<file path="src/rtl/rv32_pkg.sv">
// Shared RV32I definitions for the MWB stage: opcodes, load/store funct3 codes,
// stage state encoding and byte-lane helpers.
package rv32_pkg;

  localparam logic [6:0] OPC_LOAD   = 7'b0000011;
  localparam logic [6:0] OPC_STORE  = 7'b0100011;
  localparam logic [6:0] OPC_OP     = 7'b0110011;
  localparam logic [6:0] OPC_OP_IMM = 7'b0010011;
  localparam logic [6:0] OPC_LUI    = 7'b0110111;
  localparam logic [6:0] OPC_AUIPC  = 7'b0010111;
  localparam logic [6:0] OPC_JAL    = 7'b1101111;
  localparam logic [6:0] OPC_JALR   = 7'b1100111;
  localparam logic [6:0] OPC_BRANCH = 7'b1100011;
  localparam logic [6:0] OPC_SYSTEM = 7'b1110011;
  localparam logic [6:0] OPC_FENCE  = 7'b0001111;

  localparam logic [2:0] F3_B  = 3'b000;
  localparam logic [2:0] F3_H  = 3'b001;
  localparam logic [2:0] F3_W  = 3'b010;
  localparam logic [2:0] F3_BU = 3'b100;
  localparam logic [2:0] F3_HU = 3'b101;

  typedef enum logic [0:0] {IDLE = 1'b0, REQ = 1'b1} mwb_state_e;

  // Access held stable on the memory bus while a request is outstanding.
  typedef struct packed {
    logic        we;
    logic [31:0] addr;
    logic [3:0]  be;
    logic [31:0] wdata;
    logic [2:0]  f3;
    logic [1:0]  lo;
    logic [4:0]  rd;
  } mem_acc_t;

  // sz is funct3[1:0]: 0 byte, 1 half, 2 word.
  function automatic logic [3:0] byte_en(input logic [1:0] sz, input logic [1:0] lo);
    case (sz)
      2'b00:   return 4'b0001 << lo;
      2'b01:   return 4'b0011 << lo;
      default: return 4'b1111;
    endcase
  endfunction

  function automatic logic [31:0] lane_rep(input logic [1:0] sz, input logic [31:0] d);
    case (sz)
      2'b00:   return {4{d[7:0]}};
      2'b01:   return {2{d[15:0]}};
      default: return d;
    endcase
  endfunction

endpackage

</file>
<file path="src/rtl/mwb_mem_ctrl_if.sv">
// Data-memory req/ack bus between the MWB controller and the data memory.
interface mwb_mem_ctrl_if;
  logic        dmem_req;
  logic        dmem_we;
  logic [31:0] dmem_addr;
  logic [3:0]  dmem_be;
  logic [31:0] dmem_wdata;
  logic        dmem_ack;
  logic [31:0] dmem_rdata;

  modport master (output dmem_req, dmem_we, dmem_addr, dmem_be, dmem_wdata,
                  input  dmem_ack, dmem_rdata);
  modport slave  (input  dmem_req, dmem_we, dmem_addr, dmem_be, dmem_wdata,
                  output dmem_ack, dmem_rdata);
endinterface

</file>
<file path="src/rtl/mwb_load_align.sv">
// Picks the addressed byte/half out of a read word and sign/zero extends it.
module mwb_load_align
  import rv32_pkg::*;
(
  input  logic [31:0] rdata,
  input  logic [1:0]  addr_lo,
  input  logic [2:0]  funct3,
  output logic [31:0] load_val
);
  logic [31:0] sh;

  always_comb begin
    sh = rdata >> {addr_lo, 3'b000};
    case (funct3)
      F3_B:    load_val = {{24{sh[7]}}, sh[7:0]};
      F3_BU:   load_val = {24'b0, sh[7:0]};
      F3_H:    load_val = {{16{sh[15]}}, sh[15:0]};
      F3_HU:   load_val = {16'b0, sh[15:0]};
      default: load_val = rdata;
    endcase
  end
endmodule

</file>
<file path="src/rtl/mwb_mem_ctrl.sv">
// Memory/write-back stage: runs the dmem req/ack handshake for loads/stores,
// stalls upstream while an access is in flight, and drives the RF write port.
module mwb_mem_ctrl
  import rv32_pkg::*;
#(
  parameter int TIMEOUT = 16
) (
  input  logic               clk,
  input  logic               rst,
  input  logic               mwb_valid,
  input  logic [31:0]        mwb_ir,
  input  logic [31:0]        mwb_alu_out,
  input  logic [31:0]        mwb_rs2,
  mwb_mem_ctrl_if.master     dmem,
  output logic               pipe_stall,
  output logic               rf_we,
  output logic [4:0]         rf_waddr,
  output logic [31:0]        rf_wdata,
  output logic               misalign,
  output logic               err
);
  localparam int CW = $clog2(TIMEOUT + 1);

  mwb_state_e    state_q, state_d;
  logic [CW-1:0] cnt_q, cnt_d;
  logic          req_q, req_d;
  mem_acc_t      acc_q, acc_d;
  logic          rf_we_q, rf_we_d;
  logic [4:0]    rf_waddr_q, rf_waddr_d;
  logic [31:0]   rf_wdata_q, rf_wdata_d;
  logic          misalign_q, misalign_d;
  logic          err_q, err_d;

  logic [6:0]  opcode;
  logic [4:0]  rd;
  logic [2:0]  f3;
  logic        is_mem, is_wb, aligned, issue, timeout_hit;
  logic [31:0] load_val;
  logic        unused_ir;

  assign opcode    = mwb_ir[6:0];
  assign rd        = mwb_ir[11:7];
  assign f3        = mwb_ir[14:12];
  assign unused_ir = ^mwb_ir[31:15];

  // Loads/stores with a reserved funct3 fall through as no-ops.
  assign is_mem = (opcode == OPC_LOAD  && f3 inside {F3_B, F3_H, F3_W, F3_BU, F3_HU}) ||
                  (opcode == OPC_STORE && f3 inside {F3_B, F3_H, F3_W});
  assign is_wb  = (opcode inside {OPC_OP, OPC_OP_IMM, OPC_LUI, OPC_AUIPC, OPC_JAL, OPC_JALR}) &&
                  (rd != 5'd0);

  always_comb begin
    case (f3[1:0])
      2'b00:   aligned = 1'b1;
      2'b01:   aligned = ~mwb_alu_out[0];
      default: aligned = (mwb_alu_out[1:0] == 2'b00);
    endcase
  end

  assign issue       = (state_q == IDLE) && mwb_valid && is_mem && aligned;
  assign timeout_hit = (state_q == REQ) && (cnt_q == CW'(TIMEOUT - 1));
  assign pipe_stall  = issue || ((state_q == REQ) && !dmem.dmem_ack && !timeout_hit);

  mwb_load_align u_align (
    .rdata    (dmem.dmem_rdata),
    .addr_lo  (acc_q.lo),
    .funct3   (acc_q.f3),
    .load_val (load_val)
  );

  always_comb begin
    state_d    = state_q;
    cnt_d      = cnt_q;
    req_d      = req_q;
    acc_d      = acc_q;
    rf_we_d    = 1'b0;
    rf_waddr_d = rf_waddr_q;
    rf_wdata_d = rf_wdata_q;
    misalign_d = 1'b0;
    err_d      = err_q;
    case (state_q)
      IDLE: begin
        if (issue) begin
          state_d     = REQ;
          cnt_d       = '0;
          req_d       = 1'b1;
          acc_d.we    = (opcode == OPC_STORE);
          acc_d.addr  = {mwb_alu_out[31:2], 2'b00};
          acc_d.lo    = mwb_alu_out[1:0];
          acc_d.be    = byte_en(f3[1:0], mwb_alu_out[1:0]);
          acc_d.wdata = lane_rep(f3[1:0], mwb_rs2);
          acc_d.f3    = f3;
          acc_d.rd    = rd;
        end else if (mwb_valid && is_mem) begin
          misalign_d = 1'b1;
        end else if (mwb_valid && is_wb) begin
          rf_we_d    = 1'b1;
          rf_waddr_d = rd;
          rf_wdata_d = mwb_alu_out;
        end
      end
      REQ: begin
        // Ack beats a same-cycle timeout.
        if (dmem.dmem_ack) begin
          state_d  = IDLE;
          req_d    = 1'b0;
          acc_d.we = 1'b0;
          if (!acc_q.we && acc_q.rd != 5'd0) begin
            rf_we_d    = 1'b1;
            rf_waddr_d = acc_q.rd;
            rf_wdata_d = load_val;
          end
        end else if (timeout_hit) begin
          state_d  = IDLE;
          req_d    = 1'b0;
          acc_d.we = 1'b0;
          err_d    = 1'b1;
        end else begin
          cnt_d = cnt_q + CW'(1);
        end
      end
      default: state_d = IDLE;
    endcase
  end

  always_ff @(posedge clk) begin
    if (rst) begin
      state_q    <= IDLE;
      cnt_q      <= '0;
      req_q      <= 1'b0;
      acc_q      <= '0;
      rf_we_q    <= 1'b0;
      rf_waddr_q <= '0;
      rf_wdata_q <= '0;
      misalign_q <= 1'b0;
      err_q      <= 1'b0;
    end else begin
      state_q    <= state_d;
      cnt_q      <= cnt_d;
      req_q      <= req_d;
      acc_q      <= acc_d;
      rf_we_q    <= rf_we_d;
      rf_waddr_q <= rf_waddr_d;
      rf_wdata_q <= rf_wdata_d;
      misalign_q <= misalign_d;
      err_q      <= err_d;
    end
  end

  assign dmem.dmem_req   = req_q;
  assign dmem.dmem_we    = acc_q.we;
  assign dmem.dmem_addr  = acc_q.addr;
  assign dmem.dmem_be    = acc_q.be;
  assign dmem.dmem_wdata = acc_q.wdata;
  assign rf_we           = rf_we_q;
  assign rf_waddr        = rf_waddr_q;
  assign rf_wdata        = rf_wdata_q;
  assign misalign        = misalign_q;
  assign err             = err_q;
endmodule

</file>
<file path="src/flat_wrapper.sv">
// flat-port wrapper written by rule: the top's interface ports become plain ports
module mwb_mem_ctrl_flat import rv32_pkg::*;
#(
  parameter int TIMEOUT = 16
)
  (clk, rst, mwb_valid, mwb_ir, mwb_alu_out, mwb_rs2, pipe_stall, rf_we, rf_waddr, rf_wdata, misalign, err, dmem_dmem_req, dmem_dmem_we, dmem_dmem_addr, dmem_dmem_be, dmem_dmem_wdata, dmem_dmem_ack, dmem_dmem_rdata);
  mwb_mem_ctrl_if dmem_i ();
  input  logic clk;
  input  logic rst;
  input  logic mwb_valid;
  input  logic [31:0] mwb_ir;
  input  logic [31:0] mwb_alu_out;
  input  logic [31:0] mwb_rs2;
  output logic pipe_stall;
  output logic rf_we;
  output logic [4:0] rf_waddr;
  output logic [31:0] rf_wdata;
  output logic misalign;
  output logic err;
  output wire logic [$bits(dmem_i.dmem_req)-1:0] dmem_dmem_req;
  output wire logic [$bits(dmem_i.dmem_we)-1:0] dmem_dmem_we;
  output wire logic [$bits(dmem_i.dmem_addr)-1:0] dmem_dmem_addr;
  output wire logic [$bits(dmem_i.dmem_be)-1:0] dmem_dmem_be;
  output wire logic [$bits(dmem_i.dmem_wdata)-1:0] dmem_dmem_wdata;
  input wire logic [$bits(dmem_i.dmem_ack)-1:0] dmem_dmem_ack;
  input wire logic [$bits(dmem_i.dmem_rdata)-1:0] dmem_dmem_rdata;
  assign dmem_dmem_req = dmem_i.dmem_req;
  assign dmem_dmem_we = dmem_i.dmem_we;
  assign dmem_dmem_addr = dmem_i.dmem_addr;
  assign dmem_dmem_be = dmem_i.dmem_be;
  assign dmem_dmem_wdata = dmem_i.dmem_wdata;
  assign dmem_i.dmem_ack = dmem_dmem_ack;
  assign dmem_i.dmem_rdata = dmem_dmem_rdata;
  mwb_mem_ctrl #(.TIMEOUT(TIMEOUT)) u_core (.clk(clk), .rst(rst), .mwb_valid(mwb_valid), .mwb_ir(mwb_ir), .mwb_alu_out(mwb_alu_out), .mwb_rs2(mwb_rs2), .dmem(dmem_i), .pipe_stall(pipe_stall), .rf_we(rf_we), .rf_waddr(rf_waddr), .rf_wdata(rf_wdata), .misalign(misalign), .err(err));
endmodule
</file>
<file path="config.mk">
export PLATFORM = sky130hd
export DESIGN_NAME = mwb_mem_ctrl_flat
export DESIGN_NICKNAME = d
export VERILOG_FILES = /design/src/rtl/rv32_pkg.sv /design/src/rtl/mwb_mem_ctrl_if.sv /design/src/rtl/mwb_load_align.sv /design/src/rtl/mwb_mem_ctrl.sv /design/src/flat_wrapper.sv
export SDC_FILE = /design/constraint.sdc
export NUM_CORES = 1
export LEC_CHECK = 0
export CAP_MARGIN = 30
export CORE_UTILIZATION = 49
export CTS_CLUSTER_DIAMETER = 40
export DETAILED_ROUTE_END_ITERATION = 6
export GPL_ROUTABILITY_DRIVEN = 0
export GPL_TIMING_DRIVEN = 0
export PLACE_DENSITY_LB_ADDON = 0.3
export SETUP_SLACK_MARGIN = 0.5
export SYNTH_ARGS = -nofsm -noshare
export SYNTH_HDL_FRONTEND = slang
export SYNTH_HIERARCHICAL = 1
export SYNTH_SLANG_ARGS = --single-unit
</file>
<file path="constraint.sdc">
create_clock -name clk -period 2.72 [get_ports clk]
set_input_delay 0.544 -clock clk [delete_from_list [all_inputs] [get_ports clk]]
set_output_delay 0.544 -clock clk [all_outputs]
set_load 0.1 [all_outputs]
</file>
Word level (Yosys, flattened, before mapping)
Cells that the tools add are included.
{"block": "classes", "add_sub_neg": 1, "eq_ne": 26, "n_shift": 3, "muxes": 37, "n_bitwise": 3, "n_reduce_logical": 32}
{"cell": "$mux W32", "n": 5}
{"cell": "$pmux W32 S2", "n": 2}
{"cell": "$pmux W32 S4", "n": 1}
{"cell": "$mux W79", "n": 1}
{"cell": "$mux W5", "n": 8}
{"cell": "$shr A32 B5 Y16", "n": 1}
{"cell": "$eq A7 B6 Y1 const B", "n": 3}
{"cell": "$pmux W5 S2", "n": 2}
{"cell": "$reduce_bool A5 Y1", "n": 3}
{"cell": "$eq A7 B5 Y1 const B", "n": 2}
{"cell": "$eq A7 B7 Y1 const B", "n": 2}
{"cell": "$ne A2 B2 Y1 const B", "n": 7}
{"cell": "$eq A3 B3 Y1 const B", "n": 4}
{"cell": "$logic_and A1 B1 Y1", "n": 12}
{"cell": "$mux W1", "n": 12}
{"cell": "$pmux W1 S2", "n": 5}
{"cell": "$pmux W4 S2", "n": 1}
{"cell": "$eq A7 B2 Y1 const B", "n": 1}
{"cell": "$eq A3 B1 Y1 const B", "n": 2}
{"cell": "$logic_not A3 Y1", "n": 2}
{"cell": "$reduce_and A3 Y1", "n": 2}
{"cell": "$reduce_bool A6 Y1", "n": 1}
{"cell": "$add A5 B1 Y5 const B", "n": 1}
{"cell": "$eq A5 B4 Y1 const B", "n": 1}
{"cell": "14 further kinds", "n": 21}
{"block": "word_totals", "regBits": 124, "in_bits": 132, "out_inout_bits": 111, "elab_cells": 117}

Depth between registers and ports, before layout
Gate-level depths: netlist of run 1.
{"block": "depth", "depth_word": 8, "ltp_mapped": 8, "depth_no_buf": 7}

By module
Netlist of run 1, hierarchy kept.
{"mod": "mwb_mem_ctrl", "instances": 1, "cells_each": 698, "area_each_um2": 6208.5, "seq_area_each_um2": 2482.4}
{"mod": "mwb_load_align", "instances": 1, "cells_each": 111, "area_each_um2": 715.7, "seq_area_each_um2": 0.0}

Worst setup path before layout of run 1
No wires, ideal clock.
{"block": "synth_path", "path_kind": "input port to output port", "start": "input mwb_ir[13]", "end": "output pipe_stall", "t_arrival_ps": 2126, "required_ps": 2176, "path_slack_ps": 50, "cell_stages": 7, "n_path_buf": 3, "cell_sequence": "clkbuf_2 > nor2_2 > or2_2 > buf_2 > buf_2 > nand2_1 > nand2_1"}
{"block": "synth_between", "elab_chain_len": 7, "elab_cells_between_ends": 16, "classes_between": "eq/ne (5); mux (1); reduce/logical (10)"}
{"element": "start: declaration", "line_no": "flat_wrapper.sv:11", "source": "input logic [31:0] mwb_ir;"}
{"element": "$eq A3 B1 Y1 (tied with other cells)", "line_no": "mwb_mem_ctrl.sv:47, mwb_mem_ctrl.sv:48"}
{"element": "$reduce_bool A5 Y1 or $reduce_bool A3 Y1 (tied branches)", "line_no": "mwb_mem_ctrl.sv:47, mwb_mem_ctrl.sv:48"}
{"element": "$logic_and A1 B1 Y1, on equally long branches", "line_no": "mwb_mem_ctrl.sv:47, mwb_mem_ctrl.sv:48"}
{"element": "$logic_or A1 B1 Y1", "line_no": "mwb_mem_ctrl.sv:47", "source": "assign is_mem = (opcode == OPC_LOAD && f3 inside {F3_B, F3_H, F3_W, F3_BU, F3_HU}) ||"}
{"element": "$logic_and A1 B1 Y1", "line_no": "mwb_mem_ctrl.sv:60", "source": "assign issue = (state_q == IDLE) && mwb_valid && is_mem && aligned;"}
{"element": "$logic_and A1 B1 Y1 *", "line_no": "mwb_mem_ctrl.sv:60"}
{"element": "$logic_or A1 B1 Y1 *", "line_no": "mwb_mem_ctrl.sv:62", "source": "assign pipe_stall = issue || ((state_q == REQ) && !dmem.dmem_ack && !timeout_hit);"}
{"element": "end: declaration", "line_no": "flat_wrapper.sv:14", "source": "output logic pipe_stall;"}
Every way passes the cells marked *; elsewhere a longest branch is shown, timed or not.

Final worst setup path of run 1
{"block": "layout_path", "start": "register u_core.cnt_q[1]", "end": "output pipe_stall"}
{"block": "layout_between", "elab_chain_len": 5}
{"element": "start: declaration", "line_no": "mwb_mem_ctrl.sv:25", "source": "logic [CW-1:0] cnt_q, cnt_d;"}
{"element": "start signal: assignment", "line_no": "mwb_mem_ctrl.sv:139", "source": "cnt_q <= cnt_d;"}
{"element": "$eq A5 B4 Y1", "line_no": "mwb_mem_ctrl.sv:61", "source": "assign timeout_hit = (state_q == REQ) && (cnt_q == CW'(TIMEOUT - 1));"}
{"element": "$logic_and A1 B1 Y1", "line_no": "mwb_mem_ctrl.sv:61"}
{"element": "$logic_not A1 Y1", "line_no": "mwb_mem_ctrl.sv:62"}
{"element": "$logic_and A1 B1 Y1", "line_no": "mwb_mem_ctrl.sv:62"}
{"element": "$logic_or A1 B1 Y1", "line_no": "mwb_mem_ctrl.sv:62"}
No other way between the ends.

==> run summary, run 1 <==
VDD IR max: 0.000397 V
Post-synth EDFFs: 0
cells after synthesis: 809
DR iter-0 viols: 594
Initial Util: 0.501
Reg2Reg Depth: 7
worst skew pair latency: 0.41 ns
IO Port Bufs: 221
Syn Area/Cell: 8.56 sq um
residual DRC count: 0
final hold viol count: 0
Worst setup SP type: flip-flop
worst min path class: flip-flop to flip-flop
post-synth cell types: 58
Post-Syn Area: 6920 sq um
max-slew violation count: 0
die height: 121 microns
Worst EP arrival: 1.94 ns
Antenna Nets Post-Route: 0
share of cells above drive strength 1: 0.246
Die Wd: 121 microns
area share of the largest cell type after synthesis: 0.359
unrepaired setup endpoints after global routing: yes
Worst EP required: 2.18 ns
Final WS setup: 0.232 ns
Clock transition at path regs: 0.06 ns
gr usage total: 0.320
Hold Crit Start: u_core/dmem.dmem_req
hold path depth: 2
Yosys Warn Count: 6
register bit total from synthesis: 124
fin area: 9910 sq um
number of H-tree levels: 4
clock skew: 0.00855 ns
Via density: 5.83
Seq/Total Area, Yosys: 0.359
Period minus WS final: 2.49 ns
per-cell routed wire length: 18.7 microns
core box area: 13,800 sq um
achievable clock frequency: 402 MHz
root buffer cell: clkbuf_16
CTS Hold Bufs: 0
Area Growth Syn to Fin: 43.1%
largest net degree at the start of global routing: 17
number of max-cap violations: 0
Slew @ Worst Pin: 1.02 ns
Post-DP Area: 9390 sq um
LEAKAGE: 3.83 nW
status: finished clean
Crit. End Element: output pin
Worst Hold Margin: 0.471 ns
dpl ws: -1.15 ns
die area: 14,600 sq um
CTS Buffer Depth: 2
Reg-to-Reg Start: u_core/acc_q[5]
final setup fails: 0
final HPWL from detailed placement: 17,000 microns
Final Cycle Share: 0.915
CTS tree: built
fin util: 0.716
Ports: 243
Critical Path Start: u_core/cnt_q[1]
Reg2Reg Setup Slack: 0.63 ns
crit-path max FO: 2
DR pass1 iterations: 5
synth top area cells: dfxtp_1, mux2i_1, buf_4, o21ai_0, a21oi_1
Synth Flop Type: dfxtp_1
critical path class: flip-flop to output pin
Rows: 43
vias after detailed routing: 7,312
nets: 1,197
grt ovf: 0
Rel. slew slack: 0.325
Sink Count: 124
final wirelength: 23,500 microns
Pwr Total: 4.61 mW
CTS buffer count: 17
PwrDens: 465 nW/um^2
first-pass GRT wire length: 36,100 microns
Synth area leader: dfxtp_1
initial antenna violation count: 0
asr flop ratio synth: 0
vias in the first global route: 7,051
antenna diode count: 0
## synthesized netlist by cell type, types with 2 or more instances
cell,number
nor2b_1,3
o21ai_0,91
o31ai_1,7
nand3b_1,2
a221oi_2,2
ha_1,2
o211ai_1,4
xor2_1,2
nor4_1,2
a211oi_1,16
buf_12,3
a2111oi_0,2
a22o_1,2
a2bb2oi_1,2
and3_1,2
a211oi_2,30
nand2b_1,2
nand4_1,3
nor2_2,2
a21oi_1,85
nor2_1,5
nand3_1,57
nand2_1,57
buf_1,2
nor3_1,45
dfxtp_1,124
a221oi_1,4
a22oi_1,4
buf_6,10
clkbuf_1,36
o21ai_1,3
nand4b_1,2
buf_2,22
mux2i_1,58
inv_1,8
a311oi_1,8
buf_4,75
mux2_2,5
## worst paths after layout
kind | endpoint
worst max-delay path | pipe_stall
worst min-delay path | u_core/dmem.dmem_req
worst max register to register | u_core/rf_wdata[24]
worst min register to register | u_core/dmem.dmem_req
## critical path, cell delays in order (launching register included)
cell and delay, ns:
dfxtp_2 0.33, ha_4 0.15, and3_4 0.15, ha_4 0.16, or3b_4 0.37, buf_8 0.14, nand2_8 0.06, buf_12 0.16
## logic make-up (layout without fill, tap and decap cells)
logic type,after synthesis,in the layout,share of synthesized area
XOR/XNOR,2,2,0.00253
AO/OA/AOI/OAI,269,269,0.257
buffers and inverters,157,421,0.148
adder cells (fa/ha/maj),2,2,0.00361
flip-flops,124,124,0.359
other,1,2,0.000542
AND/OR/NAND/NOR,190,190,0.134
multiplexers,64,64,0.0952
## power breakdown
part           switching (mW)  internal (mW)  total, mW
clock                   0.790           1.35       2.14
sequential            0.00690           1.83       1.84
combinational           0.380          0.249      0.628
total                    1.18           3.43       4.61
## stage by stage
stage,TNS (ns),instances
global route,0,1254
finish,0,1254
detailed placement,-1.15,1211
CTS,0,1250
floorplan,0,810
global placement,-1.20,1211
## layout by cell type (no fill, tap or decap), types with 30 or more instances in the layout
master           count
mux2i_1             58
clkdlybuf4s50_1    102
a211oi_2            30
a21oi_1             84
clkbuf_2            41
dlygate4sd2_1       45
nand2_1             55
nand3_1             57
buf_4               89
clkbuf_1            39
o21ai_0             89
dfxtp_1            122
nor3_1              45
## repair_timing
item / CTS / global route
gates resized for setup: 217 / 59
buffers inserted: 9 / 4
endpoints found under the hold margin: 0 / 0
endpoints found under the setup margin: 112 / 49
pin swaps: 7 / 6
## per-layer routing
metal | global-route usage | part of all wire | up-vias
li1 | - | - | 3384
met1 | 0.381 | 0.40 | 3465
met2 | 0.530 | 0.47 | 384
met3 | 0.0766 | 0.083 | 79
met4 | 0.172 | 0.041 | 0
met5 | 0 | 0 | -
## registers in the layout, indices dropped and copies added (netlist names)
register and cells:
u_core/dmem.dmem_be 4, u_core/acc_q 10, u_core/misalign 1, u_core/state_q 1
u_core/dmem.dmem_addr 30, u_core/dmem.dmem_req 1, u_core/err 1, u_core/rf_wdata 32
u_core/dmem.dmem_we 1, u_core/rf_we 1, u_core/rf_waddr 5, u_core/dmem.dmem_wdata 32
u_core/cnt_q 5
## area by class of cell
cell class                 instances  area (sq um)
inverter                           8          30.0
buffer                           149          1020
timing repair buffer             234          2090
fill                            1134          3920
multi-input combinational        529          3510
clock inverter                     8          95.1
tap                              180           225
clock buffer                      22           454
sequential                       124          2480
(Power assumes the default switching activity.)
==> run 2, diff against run 1 <==
- RECOVER_POWER: unset -> 25
==> run summary, run 2 (same netlist as run 1, synthesis figures left out) <==
Worst EP required: 3.06 ns
vias in the first global route: 7,051
antenna diode count: 0
Die Wd: 121 microns
achievable clock frequency: 393 MHz
Clock transition at path regs: 0.05 ns
CTS buffer count: 17
number of H-tree levels: 4
Net Sw Frac: 0.255
LEAKAGE: 3.69 nW
grt ovf: 0
final setup fails: 0
part of the power in the clock network: 0.465
die height: 121 microns
final wirelength: 23,500 microns
fin area: 9840 sq um
largest net degree at the start of global routing: 17
core box area: 13,800 sq um
first-pass GRT wire length: 36,100 microns
Worst EP arrival: 2.88 ns
Via density: 5.79
unrepaired setup endpoints after global routing: yes
Rows: 43
Period minus WS final: 2.55 ns
Antenna Nets Post-Route: 0
switching power: 1.18 mW
Initial Util: 0.501
crit-path max FO: 10
most common cell after layout, fill and taps aside: dfxtp_1
Worst setup SP type: input port
post-route insts no fill: 1,254
final HPWL from detailed placement: 17,000 microns
# placed instances: 1,211
combinational share of power: 0.136
IO Port Bufs: 221
setup tns final: 0 ns
DR iter-0 viols: 626
worst skew pair latency: 0.41 ns
Area Growth Syn to Fin: 42.1%
PwrDens: 468 nW/um^2
met2 WL post-DR: 11,100 microns
VDD IR max: 0.000398 V
initial antenna violation count: 0
die area: 14,600 sq um
Rel. slew slack: 0.218
CTS tree: built
per-cell routed wire length: 18.8 microns
Final Cycle Share: 0.936
nets: 1,197
Crit. End Element: flip-flop
Worst Hold Margin: 0.473 ns
vias after detailed routing: 7,259
residual DRC count: 1
root buffer cell: clkbuf_16
critical path class: input port to flip-flop
gr usage total: 0.320
sequential power share: 0.399
failing checks: design-rule violations
met3 WL post-DR: 2100 microns
max-slew violation count: 0
top layer in use: met4
worst min path class: flip-flop to flip-flop
status: complete, but fails checks
number of max-cap violations: 0
clock skew: 0.00545 ns
CTS Buffer Depth: 2
M1 wire length: 9390 microns
Slew @ Worst Pin: 1.18 ns
Post-DP Area: 9390 sq um
Cell Int Power: 3.43 mW
Sink Count: 124
Ports: 243
Pwr Total: 4.61 mW
commonest non-fill, non-tap cells in the layout: dfxtp_1, clkdlybuf4s50_1, o21ai_0, buf_4, a21oi_1
share of cells above drive strength 1: 0.205
final hold viol count: 0
DR pass1 iterations: 7
run 2: final timing paths:
path              slack [ns]                 startpoint                         to  depth (start not counted)
setup reg to reg        0.31             u_core/state_q  u_core/dmem.dmem_addr[10]                          9
hold reg to reg         0.47  u_core/dmem.dmem_addr[13]  u_core/dmem.dmem_addr[13]                          2
setup / recovery        0.17                  mwb_valid  u_core/dmem.dmem_addr[10]                          9
hold / removal          0.47  u_core/dmem.dmem_addr[13]  u_core/dmem.dmem_addr[13]                          2
run 2: metrics by stage:
step	worst slack, ns	util
3_5_place_dp	-1.15	0.679
4_1_cts	0.203	0.726
5_1_grt	0.114	0.712
3_3_place_gp	-1.20	0.679
6_report	0.175	0.712
2_1_floorplan	0.510	-
run 2: layout make-up:
| class | count | area (sq um) |
|---|---|---|
| multi-input cells | 529 | 3500 |
| fillers | 1166 | 3990 |
| plain buffers | 149 | 1010 |
| inverters | 8 | 30.0 |
| repair buffers | 234 | 2040 |
| clock buffers | 22 | 454 |
| well taps | 180 | 225 |
| flip-flops and latches | 124 | 2480 |
| clock inverters | 8 | 95.1 |
run 2: routing by layer:
metal	track usage	vias up
met2	0.530	407
met1	0.381	3395
met5	0	-
li1	-	3382
met4	0.172	0
met3	0.0766	75
run 2: critical path: stages:
cell and delay [ns]:
dlygate4sd3_1 0.54, and4b_1 0.21, and4_1 0.19, buf_6 0.10
clkbuf_1 0.25, clkbuf_1 0.46, buf_4 0.31, nand3_1 0.12
a21oi_1 0.15
run 2: timing repair:
action                     4_1_cts  5_1_grt
hold buffers                     0        0
setup buffers                    9        4
pin swaps                        7        6
setup endpoints to repair      112       49
gates resized for setup        217       59
run 2: power groups by stage:
stage	registers, mW	logic, mW	clock network (mW)
after floorplan	1.95	0.240	0
after global placement	1.88	0.613	0
final	1.84	0.627	2.14
after global routing	1.84	0.655	2.23
after CTS	1.84	0.616	2.16
after detailed placement	1.88	0.616	0
